### config.mk
export PLATFORM = sky130hd
export DESIGN_NAME = snake_dir_ctrl
export DESIGN_NICKNAME = d
export VERILOG_FILES = /design/src/rtl/snake_dir_ctrl.sv
export SDC_FILE = /design/constraint.sdc
export NUM_CORES = 1
export LEC_CHECK = 0
export CAP_MARGIN = 40
export CORE_MARGIN = 4
export CORE_UTILIZATION = 45
export CTS_BUF_LIST = sky130_fd_sc_hd__clkbuf_4
export CTS_CLUSTER_DIAMETER = 100
export DETAILED_ROUTE_END_ITERATION = 7
export DONT_BUFFER_PORTS = 1
export SETUP_SLACK_MARGIN = 0.2
export SLEW_MARGIN = 20
export SYNTH_ARGS = -nofsm -noshare
export SYNTH_HDL_FRONTEND = slang
export SYNTH_SLANG_ARGS = --single-unit
export TNS_END_PERCENT = 10
### constraint.sdc
create_clock -name sys_clk -period 3.8 [get_ports sys_clk]
set_input_delay 0.95 -clock sys_clk [delete_from_list [all_inputs] [get_ports sys_clk]]
set_output_delay 0.95 -clock sys_clk [all_outputs]
set_load 0.02 [all_outputs]
### src/rtl/snake_dir_ctrl.sv
// snake_dir_ctrl: merges push-button and IR direction commands into a
// queued turn stream released one per move tick. Option: SNAKE_PAUSE_EN.
module snake_dir_ctrl #(
  parameter int         CMD_DEPTH = 2,
  parameter logic [1:0] INIT_DIR  = 2'd3,
  parameter logic [7:0] IR_UP     = 8'h18,
  parameter logic [7:0] IR_DOWN   = 8'h52,
  parameter logic [7:0] IR_LEFT   = 8'h08,
  parameter logic [7:0] IR_RIGHT  = 8'h5A,
  parameter logic [7:0] IR_OK     = 8'h1C
) (
  input  logic       sys_clk,
  input  logic       sys_rst,
  input  logic       kf_up,
  input  logic       kf_down,
  input  logic       kf_left,
  input  logic       kf_right,
  input  logic       key_up,
  input  logic       key_down,
  input  logic       key_left,
  input  logic       key_right,
  input  logic       ir_data_en,
  input  logic       ir_repeat_en,
  input  logic [7:0] ir_data,
  input  logic       move_tick,
  output logic [1:0] dir,
  output logic       dir_chg,
  output logic       pause,
  output logic       q_full,
  output logic [7:0] drop_cnt
);

  localparam int PW = (CMD_DEPTH > 1) ? $clog2(CMD_DEPTH) : 1;
  localparam int CW = $clog2(CMD_DEPTH) + 1;
  localparam logic [PW-1:0] PTR_MAX  = PW'(CMD_DEPTH - 1);
  localparam logic [CW-1:0] CNT_FULL = CW'(CMD_DEPTH);

  logic [1:0]    fifo_q [CMD_DEPTH];
  logic [1:0]    fifo_d [CMD_DEPTH];
  logic [PW-1:0] rd_ptr_q, rd_ptr_d;
  logic [PW-1:0] wr_ptr_q, wr_ptr_d;
  logic [CW-1:0] cnt_q, cnt_d;
  logic [1:0]    dir_q, dir_d;
  logic          dir_chg_q, dir_chg_d;
  logic          q_full_q, q_full_d;
  logic [7:0]    drop_q, drop_d;

  logic [3:0]    press;
  logic          cand_v;
  logic [1:0]    cand_dir;
  logic          ir_ok;
  logic          hold;
  logic          flush;

  logic [PW-1:0] tail_idx;
  logic [1:0]    last_dir;
  logic          pop;
  logic          accept;
  logic          push;
  logic          drop;

  // Pick at most one command: keys (up>down>left>right) beat IR.
  always_comb begin
    press    = {kf_up & ~key_up, kf_down & ~key_down,
                kf_left & ~key_left, kf_right & ~key_right};
    cand_v   = 1'b0;
    cand_dir = 2'd0;
    ir_ok    = 1'b0;
    case (1'b1)
      press[3]: begin cand_v = 1'b1; cand_dir = 2'd0; end
      press[2]: begin cand_v = 1'b1; cand_dir = 2'd1; end
      press[1]: begin cand_v = 1'b1; cand_dir = 2'd2; end
      press[0]: begin cand_v = 1'b1; cand_dir = 2'd3; end
      ir_data_en: begin
        case (ir_data)
          IR_UP:    begin cand_v = 1'b1; cand_dir = 2'd0; end
          IR_DOWN:  begin cand_v = 1'b1; cand_dir = 2'd1; end
          IR_LEFT:  begin cand_v = 1'b1; cand_dir = 2'd2; end
          IR_RIGHT: begin cand_v = 1'b1; cand_dir = 2'd3; end
          IR_OK:    ir_ok = 1'b1;
          default:  ;
        endcase
      end
      default: ;
    endcase
  end

`ifdef SNAKE_PAUSE_EN
  logic pause_q, pause_d;
  logic unused_ok;

  // IR_OK toggles pause; entering pause flushes the turn queue.
  always_comb begin
    pause_d = pause_q ^ ir_ok;
    flush   = ir_ok & ~pause_q;
    hold    = pause_q | flush;
  end

  // Pause level register.
  always_ff @(posedge sys_clk) begin
    if (sys_rst) pause_q <= 1'b0;
    else         pause_q <= pause_d;
  end

  assign pause     = pause_q;
  assign unused_ok = ir_repeat_en;
`else
  logic unused_ok;
  assign hold      = 1'b0;
  assign flush     = 1'b0;
  assign pause     = 1'b0;
  assign unused_ok = ir_repeat_en ^ ir_ok;
`endif

  // Filter the candidate against the queue tail, then push/pop the FIFO.
  always_comb begin
    fifo_d    = fifo_q;
    rd_ptr_d  = rd_ptr_q;
    wr_ptr_d  = wr_ptr_q;
    cnt_d     = cnt_q;
    dir_d     = dir_q;
    drop_d    = drop_q;
    tail_idx  = (wr_ptr_q == '0) ? PTR_MAX : wr_ptr_q - PW'(1);
    last_dir  = (cnt_q != '0) ? fifo_q[tail_idx] : dir_q;
    pop       = move_tick & (cnt_q != '0) & ~hold;
    // same direction and reverse both share the vertical/horizontal bit
    accept    = cand_v & ~hold & (cand_dir[1] != last_dir[1]);
    push      = accept & (~q_full_q | pop);
    drop      = accept & q_full_q & ~pop;
    dir_chg_d = pop;
    if (pop) begin
      dir_d    = fifo_q[rd_ptr_q];
      rd_ptr_d = (rd_ptr_q == PTR_MAX) ? '0 : rd_ptr_q + PW'(1);
    end
    if (push) begin
      fifo_d[wr_ptr_q] = cand_dir;
      wr_ptr_d = (wr_ptr_q == PTR_MAX) ? '0 : wr_ptr_q + PW'(1);
    end
    case ({push, pop})
      2'b10:   cnt_d = cnt_q + CW'(1);
      2'b01:   cnt_d = cnt_q - CW'(1);
      default: cnt_d = cnt_q;
    endcase
    if (flush) begin
      rd_ptr_d = '0;
      wr_ptr_d = '0;
      cnt_d    = '0;
    end
    if (drop && drop_q != 8'hFF) drop_d = drop_q + 8'd1;
    q_full_d = (cnt_d == CNT_FULL);
  end

  // Control and status registers.
  always_ff @(posedge sys_clk) begin
    if (sys_rst) begin
      rd_ptr_q  <= '0;
      wr_ptr_q  <= '0;
      cnt_q     <= '0;
      dir_q     <= INIT_DIR;
      dir_chg_q <= 1'b0;
      q_full_q  <= 1'b0;
      drop_q    <= 8'd0;
    end else begin
      rd_ptr_q  <= rd_ptr_d;
      wr_ptr_q  <= wr_ptr_d;
      cnt_q     <= cnt_d;
      dir_q     <= dir_d;
      dir_chg_q <= dir_chg_d;
      q_full_q  <= q_full_d;
      drop_q    <= drop_d;
    end
  end

  // Turn storage; contents only matter behind the valid count.
  always_ff @(posedge sys_clk) begin
    fifo_q <= fifo_d;
  end

  assign dir      = dir_q;
  assign dir_chg  = dir_chg_q;
  assign q_full   = q_full_q;
  assign drop_cnt = drop_q;

endmodule

# ---- Word-level counts from Yosys, hierarchy flattened
# Cells that the tools add are included.
dict set report classes {
  mul 0
  n_shift 0
  addsub 6
  div_mod_pow 0
  order_cmp 4
  bitwise_logic 19
  n_reduce_logical 4
  muxes 26
  n_eq_ne 9
}
# cell n
set op_table {}
lappend op_table {{2-bit two-way mux} 13}
lappend op_table {{8-bit by 7-bit == test with 1-bit output, second input constant} 2}
lappend op_table {{1-bit bitwise AND} 9}
lappend op_table {{1-bit two-way mux} 9}
lappend op_table {{8-bit by 1-bit adder with 8-bit output, second input constant} 1}
lappend op_table {{8-bit by 4-bit == test with 1-bit output, second input constant} 1}
lappend op_table {{8-bit by 5-bit == test with 1-bit output, second input constant} 1}
lappend op_table {{8-bit != test, second input constant} 1}
lappend op_table {{2-bit >= comparator, second input constant} 3}
lappend op_table {{1-bit NOT} 6}
lappend op_table {{1-bit NOT with 2-bit output} 3}
lappend op_table {{2-bit case mux with 3 select lines} 1}
lappend op_table {{4-bit bitwise mux} 1}
lappend op_table {{2-bit == test, second input constant} 2}
lappend op_table {{2-bit case mux with 2 select lines} 1}
lappend op_table {{4-bit OR reduction} 1}
lappend op_table {{1-bit adder, second input constant} 2}
lappend op_table {{2-bit by 1-bit adder with 2-bit output, second input constant} 1}
lappend op_table {{2-bit demux with 1-bit select} 1}
lappend op_table {{2-bit by 1-bit == test with 1-bit output, second input constant} 1}
lappend op_table {{1-bit logical AND} 2}
lappend op_table {{2-bit by 1-bit less-than comparator with 1-bit output, second input constant} 1}
lappend op_table {{2-bit nonzero test} 1}
lappend op_table {{2-bit by 1-bit subtractor with 2-bit output, second input constant} 1}
lappend op_table {{3 further kinds} 3}
dict set report word_totals {
  elab_cells 77
  latch_bits 0
  out_inout_bits 13
  ff_bits 20
  romBits 0
  ramBits 0
  in_bits 21
  n_memories 0
}

# ---- Logic depth before layout (Yosys ltp)
# Gate-level depths: netlist (run 1).
dict set report depth {
  ltp_word 13
  mapped_depth 11
  depth_no_buf 10
}

# ---- Worst setup path before layout (run 1)
# OpenSTA, ideal clock, no wires.
dict set report synth_timing {
  path_type {input to register}
  start {input ir_data[7]}
  end {register q_full_q (netlist: q_full)}
  setup_ns 0.059
  n_path_buf 1
  required_time_ns 3.741
  setup_slack_ns 0.829
  arrival_ns 2.912
  stages 10
  path_cell_list {and4bb_1 > o211ai_2 > a21boi_2 > xor2_2 > buf_6 > or2_1 > ha_1 > or3_1 > a21oi_1 > and2_1}
}
dict set report synth_between {
  elab_chain_cells 13
  elab_cells_between_ends 24
  cone_classes {8 x eq/ne; 13 x mux; 2 x bitwise; 1 x reduce/logical}
}
# element line_no
set synth_rtl {}
lappend synth_rtl {{start: declaration} 24} ;# input logic [7:0] ir_data,
lappend synth_rtl {{8-bit by 7-bit == test with 1-bit output / 8-bit by 4-bit == test with 1-bit output (equally long branches)} 75} ;# case (ir_data)
lappend synth_rtl {{2-bit case mux with 3 select lines *} 75}
lappend synth_rtl {{2-bit two-way mux * (5 in a row)} 69} ;# case (1'b1)
lappend synth_rtl {{named net cand_dir[1]} 50} ;# logic [1:0] cand_dir;
lappend synth_rtl {{1-bit != test *} 127} ;# accept = cand_v & ~hold & (cand_dir[1] != last_dir[1]);
lappend synth_rtl {{1-bit bitwise AND *} 127}
lappend synth_rtl {{1-bit bitwise AND *} 128} ;# push = accept & (~q_full_q | pop);
lappend synth_rtl {{2-bit by 1-bit == test with 1-bit output / 2-bit == test (equally long branches)} 139} ;# case ({push, pop})
lappend synth_rtl {{2-bit case mux with 2 select lines *} 139}
lappend synth_rtl {{2-bit == test *} 150} ;# q_full_d = (cnt_d == CNT_FULL);
lappend synth_rtl {{end signal: assignment} 169} ;# q_full_q <= q_full_d;
lappend synth_rtl {{end: declaration} 45} ;# logic q_full_q, q_full_d;
# Mark *: on every way through the listed nets, which the timed path passes. The rest lies on a longest branch.
# A chain may end at the register's enable or synchronous reset.

# ---- Final worst setup path (run 1)
# Ends and elaborated chain as after synthesis.

==> results.cfg, run 1 <==
[sta]
finalWorstSetupSlack_ns = 0.928
skew_ns = 0.00134
final-max-slew-violation-count = 0
finalSetupViolCount = 0
tightest_slew_ns = 0.552
hold_violations = 0
grt_setup_unrepaired = no
fin_crit_ns = 2.87
period_share_pct = 75.6
fin_setup_tns_ns = 0
fmax_mhz = 348
relSlewSlack_pct = 63.2

[setup_path]
cp.arrival_ns = 3.13
end_kind = flop
cp_slowest_stage_delay_ns = 0.48
path_cells = and4bb_1 > o211ai_2 > a21boi_2 > xor2_2 > or2_1 > ha_1 > or3_1 > a21oi_1 > and2_1
cpMaxStageDelayCell = xor2_2
worst-setup-path-type = input pin to flop
cp_data_required_time_ns = 4.06
critPathMaxFanout = 14
start_kind = input pin

[routing]
wl_per_cell_um = 13.7
wirelength_mm = 1.99
dr.pass1.iters = 3
drcViolationCount = 0
ant_nets = 0
num_vias = 802
drtIter0Drc = 14
viasPerCell = 5.53

[logic_synthesis]
synth-edff-count = 4
ys_top_cells_by_count = dfxtp_1, nor2_1, a21oi_1
synth_area_leader_cell = dfxtp_1
yosysSeqAreaShare_pct = 39.7
synth.avg_cell_area_um2 = 9.49
synth-async-reset-ratio_pct = 0
synth_seq_cells = 20
synthCells = 117
synth.area.top_cells = dfxtp_1, edfxtp_1, nor2_1
syn-cell-area_um2 = 1110
ys_warn_count = 0
ys.flop_type = dfxtp_1
syn_nets = 140
yosysUniqueCellTypes = 41
synth_top_area_share_pct = 28.9
synthMostInstantiatedCell = dfxtp_1

[cts]
insertion_delay_ns = 0.30
cts_root_buf = clkbuf_4
cts_resized = 0
clock_sinks = 20
clk_pin_slew_ns = 0.11
htreeDepth = 1
tritoncts = yes
post_cts_buffers = 0
hold_buffers = 0
cts_inserted_buffers = 3
cts_buffer_depth = 2

[placed_design]
dpl_worst_slack_ns = 0.620
hpwlAfterDp_mm = 1.51
portBuffers = 0
place_congestion = 0.697

[pwr]
seqPwrFrac_pct = 50.2
pwr-share-comb_pct = 33.2
switchingPower_mw = 0.242
switching_share_pct = 38.5
powerDensity_nw_per_um2 = 549
p_int_mw = 0.387
vdd_drop_max_v = 0.000271
cellLeakagePower_nw = 0.422
pwr-share-clk_pct = 16.6

[floorplan]
coreArea_um2 = 2280
pin_count = 34
start_util_pct = 48.8
rows = 17
die_x_um = 57.7
dieHeight_um = 57.7
dieArea_um2 = 3320

[final_layout]
final_nets = 141
diodes = 0
layout-drive-gt1-share_pct = 15.4
area_growth_pct = 3.16

[global_route]
grt_pass1_vias = 763
grt_first_pass_wirelength_mm = 3.34
grt_antenna_before_repair = 0
grtUsageTotal_pct = 12.8
grt_max_degree = 20
gr-total-overflow = 0

[run_status]
status = finished, final reports clean

[flow_run]
drv_cap = 0

[worst_hold_path]
hp-class = flop to flop
[registers in the layout, indices dropped and copies added (netlist names)]
| register | count |
|---|---|
| drop_cnt | 8 |
| dir | 2 |
| dir_chg | 1 |
| q_full | 1 |
| rd_ptr_q | 1 |
| fifo_q | 4 |
| cnt_q | 2 |
| wr_ptr_q | 1 |
[layer usage]
metal	vias to the layer above	global-route usage [%]	share of wire, %
met4	0	7.95	2.1
met2	28	18.9	44
li1	412	-	-
met3	4	3.34	7.9
met5	-	0	0
met1	358	16.5	46
[worst max-delay path, delay by kind of cell]
| kind | cells | cell delay, ns |
|---|---|---|
| and+or+nand+nor | 4 | 0.94 |
| xor gates and xnor gates | 1 | 0.48 |
| adders and majority gates | 1 | 0.26 |
| AOI/OAI and AO/OA | 3 | 0.50 |
[kinds of logic (layout without fill, tap and decap cells)]
group / after synthesis / count (layout) / synth area share [%]
adders and majority gates: 2 / 2 / 2.25
muxes: 7 / 7 / 7.33
and+or+nand+nor: 53 / 53 / 27.8
buffers and inverters: 7 / 7 / 3.38
xor gates and xnor gates: 4 / 4 / 3.83
other: 1 / 1 / 0.338
DFF: 20 / 20 / 39.7
AOI/OAI and AO/OA: 23 / 23 / 15.3
[area by class of cell]
type	instances	area (um^2)
Fill cell	226	1130
Clock inverter	1	3.75
Tap cell	28	35.0
Clock buffer	3	22.5
Multi-Input combinational cell	90	632
Inverter	3	11.3
Sequential cell	20	440
[cell usage in the layout (no fill, tap or decap), drive strengths merged, types with 2 or more instances in the layout]
cell	count
a211o	2
and3	4
edfxtp	4
nand2b	4
ha	2
nor2b	5
inv	3
or4	3
o21ai	5
and2	2
clkbuf	3
nand2	5
nor2	17
or3	3
dfxtp	16
nand3	5
xor2	3
o31ai	3
mux2	3
mux2i	4
nor3	2
o211ai	2
a21oi	9
[power by group through the flow]
| stage | combinational (mW) | clock [mW] | sequential (mW) |
|---|---|---|---|
| 6_report | 0.209 | 0.104 | 0.316 |
| 5_1_grt | 0.240 | 0.116 | 0.323 |
| 4_1_cts | 0.212 | 0.111 | 0.316 |
| 3_5_place_dp | 0.210 | 0 | 0.321 |
| 3_3_place_gp | 0.205 | 0 | 0.319 |
| 2_1_floorplan | 0.201 | 0 | 0.312 |
[stage by stage]
stage | instance area, um^2 | std cells | hold slack [ns] | power, mW | utilization, %
floorplan | 1110 | 117 | 0.489 | 0.513 | -
global placement | 1120 | 141 | 0.500 | 0.524 | 49.1
detailed placement | 1120 | 141 | 0.511 | 0.532 | 49.1
CTS | 1140 | 145 | 0.531 | 0.638 | 50.3
global route | 1140 | 145 | 0.586 | 0.680 | 50.3
finish | 1140 | 145 | 0.534 | 0.629 | 50.3
[path summary, 6_finish.rpt]
| check | endpoint | slack [ns] | depth (start not counted) | start |
|---|---|---|---|---|
| max | q_full$_SDFF_PP0_ | 0.93 | 9 | ir_data[7] |
| min | wr_ptr_q$_SDFFE_PP0P_ | 0.53 | 2 | wr_ptr_q$_SDFFE_PP0P_ |
| max reg2reg | q_full$_SDFF_PP0_ | 1.28 | 9 | wr_ptr_q$_SDFFE_PP0P_ |
| min reg2reg | wr_ptr_q$_SDFFE_PP0P_ | 0.53 | 2 | wr_ptr_q$_SDFFE_PP0P_ |
(Power assumes the default switching activity.)
==> run 2, diff against run 1 <==
- clock period: 3.8 -> 2.9 ns (I/O delays scaled with it)
==> results.cfg, run 2 (synthesized netlist as in run 1, its figures left out) <==
[run_status]
status = finished, final reports clean

[floorplan]
dieHeight_um = 57.7
coreArea_um2 = 2280
start_util_pct = 48.8
die_x_um = 57.7
pin_count = 34
dieArea_um2 = 3320
rows = 17

[sta]
skew_ns = 0.0120
hold_violations = 0
grt_setup_unrepaired = no
final-max-slew-violation-count = 0
finalSetupViolCount = 0
period_share_pct = 79.6
fin_crit_ns = 2.31
fmax_mhz = 433
fin_setup_tns_ns = 0
finalWorstSetupSlack_ns = 0.591

[pwr]
cellLeakagePower_nw = 0.439
vdd_drop_max_v = 0.000462
powerDensity_nw_per_um2 = 794

[placed_design]
hpwlAfterDp_mm = 1.44
placed_cells = 142
portBuffers = 0
dpl_worst_slack_ns = 0.265
place_congestion = 0.686

[setup_path]
start_kind = input pin
cp_data_required_time_ns = 3.16
cp.arrival_ns = 2.57
crit_buf_inv = 0
cpMaxStageDelayCell = o211ai_2
end_kind = flop
cp_top_family = simple AND/OR/NAND/NOR gates
cp_slowest_stage_delay_ns = 0.31
critPathMaxFanout = 3
path_cells = nor2_2 > nand3_1 > o211ai_2 > nand2_1 > or2_1 > ha_4 > xnor2_1 > or3_1 > a21oi_1 > and2_1
worst-setup-path-type = input pin to flop

[routing]
viasPerCell = 5.51
drcViolationCount = 0
drtIter0Drc = 17
ant_nets = 0
wl_per_cell_um = 12.8
num_vias = 804
wirelength_mm = 1.86
dr.pass1.iters = 2

[global_route]
grt_pass1_vias = 741
met1_usage_pct = 15.7
met3_usage_pct = 5.79
grt_first_pass_wirelength_mm = 3.17
gr-total-overflow = 0
grt_max_degree = 20
grtUsageTotal_pct = 12.0
globalRouteMet2Util_pct = 18.4
grt_antenna_before_repair = 0
top_usage_layer = met2

[final_layout]
final_cell_mix = dfxtp_1, nor2_1, a21oi_1, nor2b_1
layout_commonest_cell = dfxtp_1
diodes = 0
final_nets = 142
stdcell_count = 146
largest_reg_flops = 8
layout-drive-gt1-share_pct = 17.8
area_growth_pct = 7.33

[cts]
cts_inserted_buffers = 3
cts_buffer_depth = 2
hold_buffers = 0
clk_pin_slew_ns = 0.12
post_cts_buffers = 0
cts_root_buf = clkbuf_4
insertion_delay_ns = 0.31
tritoncts = yes
cts_resized = 0
htreeDepth = 1
clock_sinks = 20

[worst_hold_path]
hp-class = input pin to flop

[flow_run]
drv_cap = 0
-- run 2: cell count changes in the layout (fill, tap and decap cells not counted) --
cell / before / now
bufinv_16: 0 / 1
buf_4: 0 / 1
ha_1: 2 / 1
clkinv_1: 1 / 0
ha_4: 0 / 1
-- run 2: per-stage QoR --
| stage | area (um^2) | hold slack, ns | utilization [%] | total power [mW] |
|---|---|---|---|---|
| final | 1190 | 0.469 | 52.3 | 0.946 |
| after global routing | 1190 | 0.433 | 52.3 | 1.02 |
| after CTS | 1190 | 0.453 | 52.3 | 0.961 |
| after detailed placement | 1140 | 0.522 | 50.0 | 0.729 |
| after global placement | 1140 | 0.510 | 50.0 | 0.725 |
| after floorplan | 1120 | 0.489 | - | 0.689 |
-- run 2: area by class of cell --
type	count	area [um^2]
flip-flops and latches	20	440
clock buffers	3	22.5
clock inverters	1	30.0
fillers	218	1080
well taps	28	35.0
multi-input cells	90	644
inverters	3	11.3
repair buffers	1	7.51
-- run 2: worst paths after layout --
kind,start,end,slack [ns],cells past startpoint
worst min-delay path,sys_rst,drop_cnt[7]$_SDFFE_PP0P_,0.47,1
worst max-delay path,ir_data[0],q_full$_SDFF_PP0_,0.59,10
worst max register to register,wr_ptr_q$_SDFFE_PP0P_,q_full$_SDFF_PP0_,0.70,10
worst min register to register,wr_ptr_q$_SDFFE_PP0P_,wr_ptr_q$_SDFFE_PP0P_,0.53,2
-- run 2: power breakdown --
group	switching, mW	internal (mW)	total [mW]	leakage [nW]
clock network	0.0880	0.140	0.228	0.0279
registers	0.0669	0.345	0.412	0.168
logic	0.168	0.138	0.306	0.243
-- run 2: layer usage --
metal  up-vias  wire length [um]  share of wire (%)
met2        24               818                 44
met4         0                12               0.64
met1       362               873                 47
li1        416                 -                  -
met5         -                 0                  0
met3         2               159                8.5
==> run 3, diff against run 2 <==
- clock period: 2.9 -> 2 ns (I/O delays scaled with it)
==> results.cfg, run 3 (synthesized netlist as in run 1, its figures left out) <==
[placed_design]
place_congestion = 0.722
portBuffers = 0
hpwlAfterDp_mm = 1.69

[floorplan]
start_util_pct = 48.8
pin_count = 34
dieArea_um2 = 3320
die_x_um = 57.7
dieHeight_um = 57.7
rows = 17
coreArea_um2 = 2280

[sta]
hold_violations = 0
holdWs_ns = 0.240
final-max-slew-violation-count = 0
skew_ns = 0.000775
finalSetupViolCount = 1
fmax_mhz = 479
period_share_pct = 104
finalWorstSetupSlack_ns = -0.0876
grt_setup_unrepaired = yes
fin_crit_ns = 2.09

[worst_hold_path]
whs_endpoint = drop_cnt[6]$_SDFFE_PP0P_
min-delay-start = sys_rst
holdPathStages = 1
hp-class = input pin to flop

[run_status]
status = complete, but fails checks
violations = negative setup slack

[pwr]
finalPower_mw = 1.46
vdd_drop_max_v = 0.000641
powerDensity_nw_per_um2 = 1090
cellLeakagePower_nw = 0.511

[global_route]
grt_pass1_vias = 858
grt_first_pass_wirelength_mm = 3.62
gr-total-overflow = 0
grt_max_degree = 20
grtUsageTotal_pct = 14.3
grt_antenna_before_repair = 0

[setup_path]
end_kind = flop
start_kind = flop
reg2reg_slack_ns = -0.09
worst-setup-path-type = flop to flop
cp_data_required_time_ns = 2.26
r2r-end = q_full$_SDFF_PP0_
critPathMaxFanout = 2
r2r-start = fifo_q[3]$_DFFE_PP_
rr_worst_depth = 10
cp.arrival_ns = 2.35

[final_layout]
layout-drive-gt1-share_pct = 35.8
final_nets = 158
layout_commonest_cell = buf_4
diodes = 0
final_cell_mix = buf_4, dfxtp_1, nor2_1, nor2b_1, a21oi_1
area_growth_pct = 20.7
largest_reg_flops = 8

[flow_run]
drv_cap = 0

[routing]
drtIter0Drc = 12
drcViolationCount = 0
num_vias = 865
wirelength_mm = 2.18
wl_per_cell_um = 13.4
viasPerCell = 5.34
dr.pass1.iters = 4
ant_nets = 0

[cts]
htreeDepth = 1
clk_pin_slew_ns = 0.11
cts_inserted_buffers = 3
cts_root_buf = clkbuf_4
hold_buffers = 0
clock_sinks = 20
tritoncts = yes
insertion_delay_ns = 0.30
cts_buffer_depth = 2
[run 3: cell type report]
cell class / instances / area, um^2
Clock buffer: 3 / 22.5
Sequential cell: 20 / 442
Timing Repair Buffer: 17 / 128
Inverter: 3 / 11.3
Multi-Input combinational cell: 90 / 698
Clock inverter: 1 / 3.75
Tap cell: 28 / 35.0
Fill cell: 209 / 936
[run 3: repair_timing]
action / CTS / global route
resized for setup: 5 / 7
endpoints found under the hold margin: 0 / 0
pin swaps: 2 / 1
setup buffers: 0 / 1
endpoints found under the setup margin: 9 / 11
[run 3: how the worst max path moves through the flow]
stage                         from                 to  cells past startpoint
2_1_floorplan           ir_data[5]  q_full$_SDFF_PP0_                     11
3_3_place_gp            ir_data[5]  q_full$_SDFF_PP0_                     10
3_5_place_dp            ir_data[5]  q_full$_SDFF_PP0_                     10
4_1_cts        fifo_q[3]$_DFFE_PP_  q_full$_SDFF_PP0_                     10
5_1_grt        fifo_q[3]$_DFFE_PP_  q_full$_SDFF_PP0_                     10
6_report       fifo_q[3]$_DFFE_PP_  q_full$_SDFF_PP0_                     10
[run 3: report_power, final]
group	switching (mW)	internal (mW)	leakage [nW]	total (mW)
sequential	0.0645	0.503	0.168	0.567
combinational	0.352	0.342	0.327	0.695
clock	0.124	0.0729	0.0154	0.197
[run 3: routing by layer]
metal  GRT usage, %  up-vias  part of all wire, %
met1           15.8      386                   43
li1               -      447                    -
met2           23.1       28                   47
met4           5.96        0                  1.5
met3           7.13        4                  8.8
met5              0        -                    0
[run 3: per-stage QoR]
step | worst slack (ns) | instances | TNS, ns | util [%] | cell area [um^2]
5_1_grt | -0.222 | 162 | -0.313 | 58.9 | 1340
2_1_floorplan | -0.398 | 117 | -0.842 | - | 1120
3_5_place_dp | -0.393 | 157 | -1.61 | 55.1 | 1250
6_report | -0.0876 | 162 | -0.0876 | 58.9 | 1340
4_1_cts | -0.0815 | 161 | -0.0815 | 57.1 | 1300
3_3_place_gp | -0.315 | 157 | -1.00 | 55.1 | 1250
[run 3: worst max-delay path, cell delays in order, from the launching register on]
cell      delay, ns
edfxtp_1       0.42
mux2i_1        0.15
nor2_1         0.07
a21oi_2        0.19
xor2_2         0.10
or2_4          0.25
ha_4           0.16
xnor2_2        0.12
or3_1          0.32
a21oi_2        0.13
and2_1         0.12
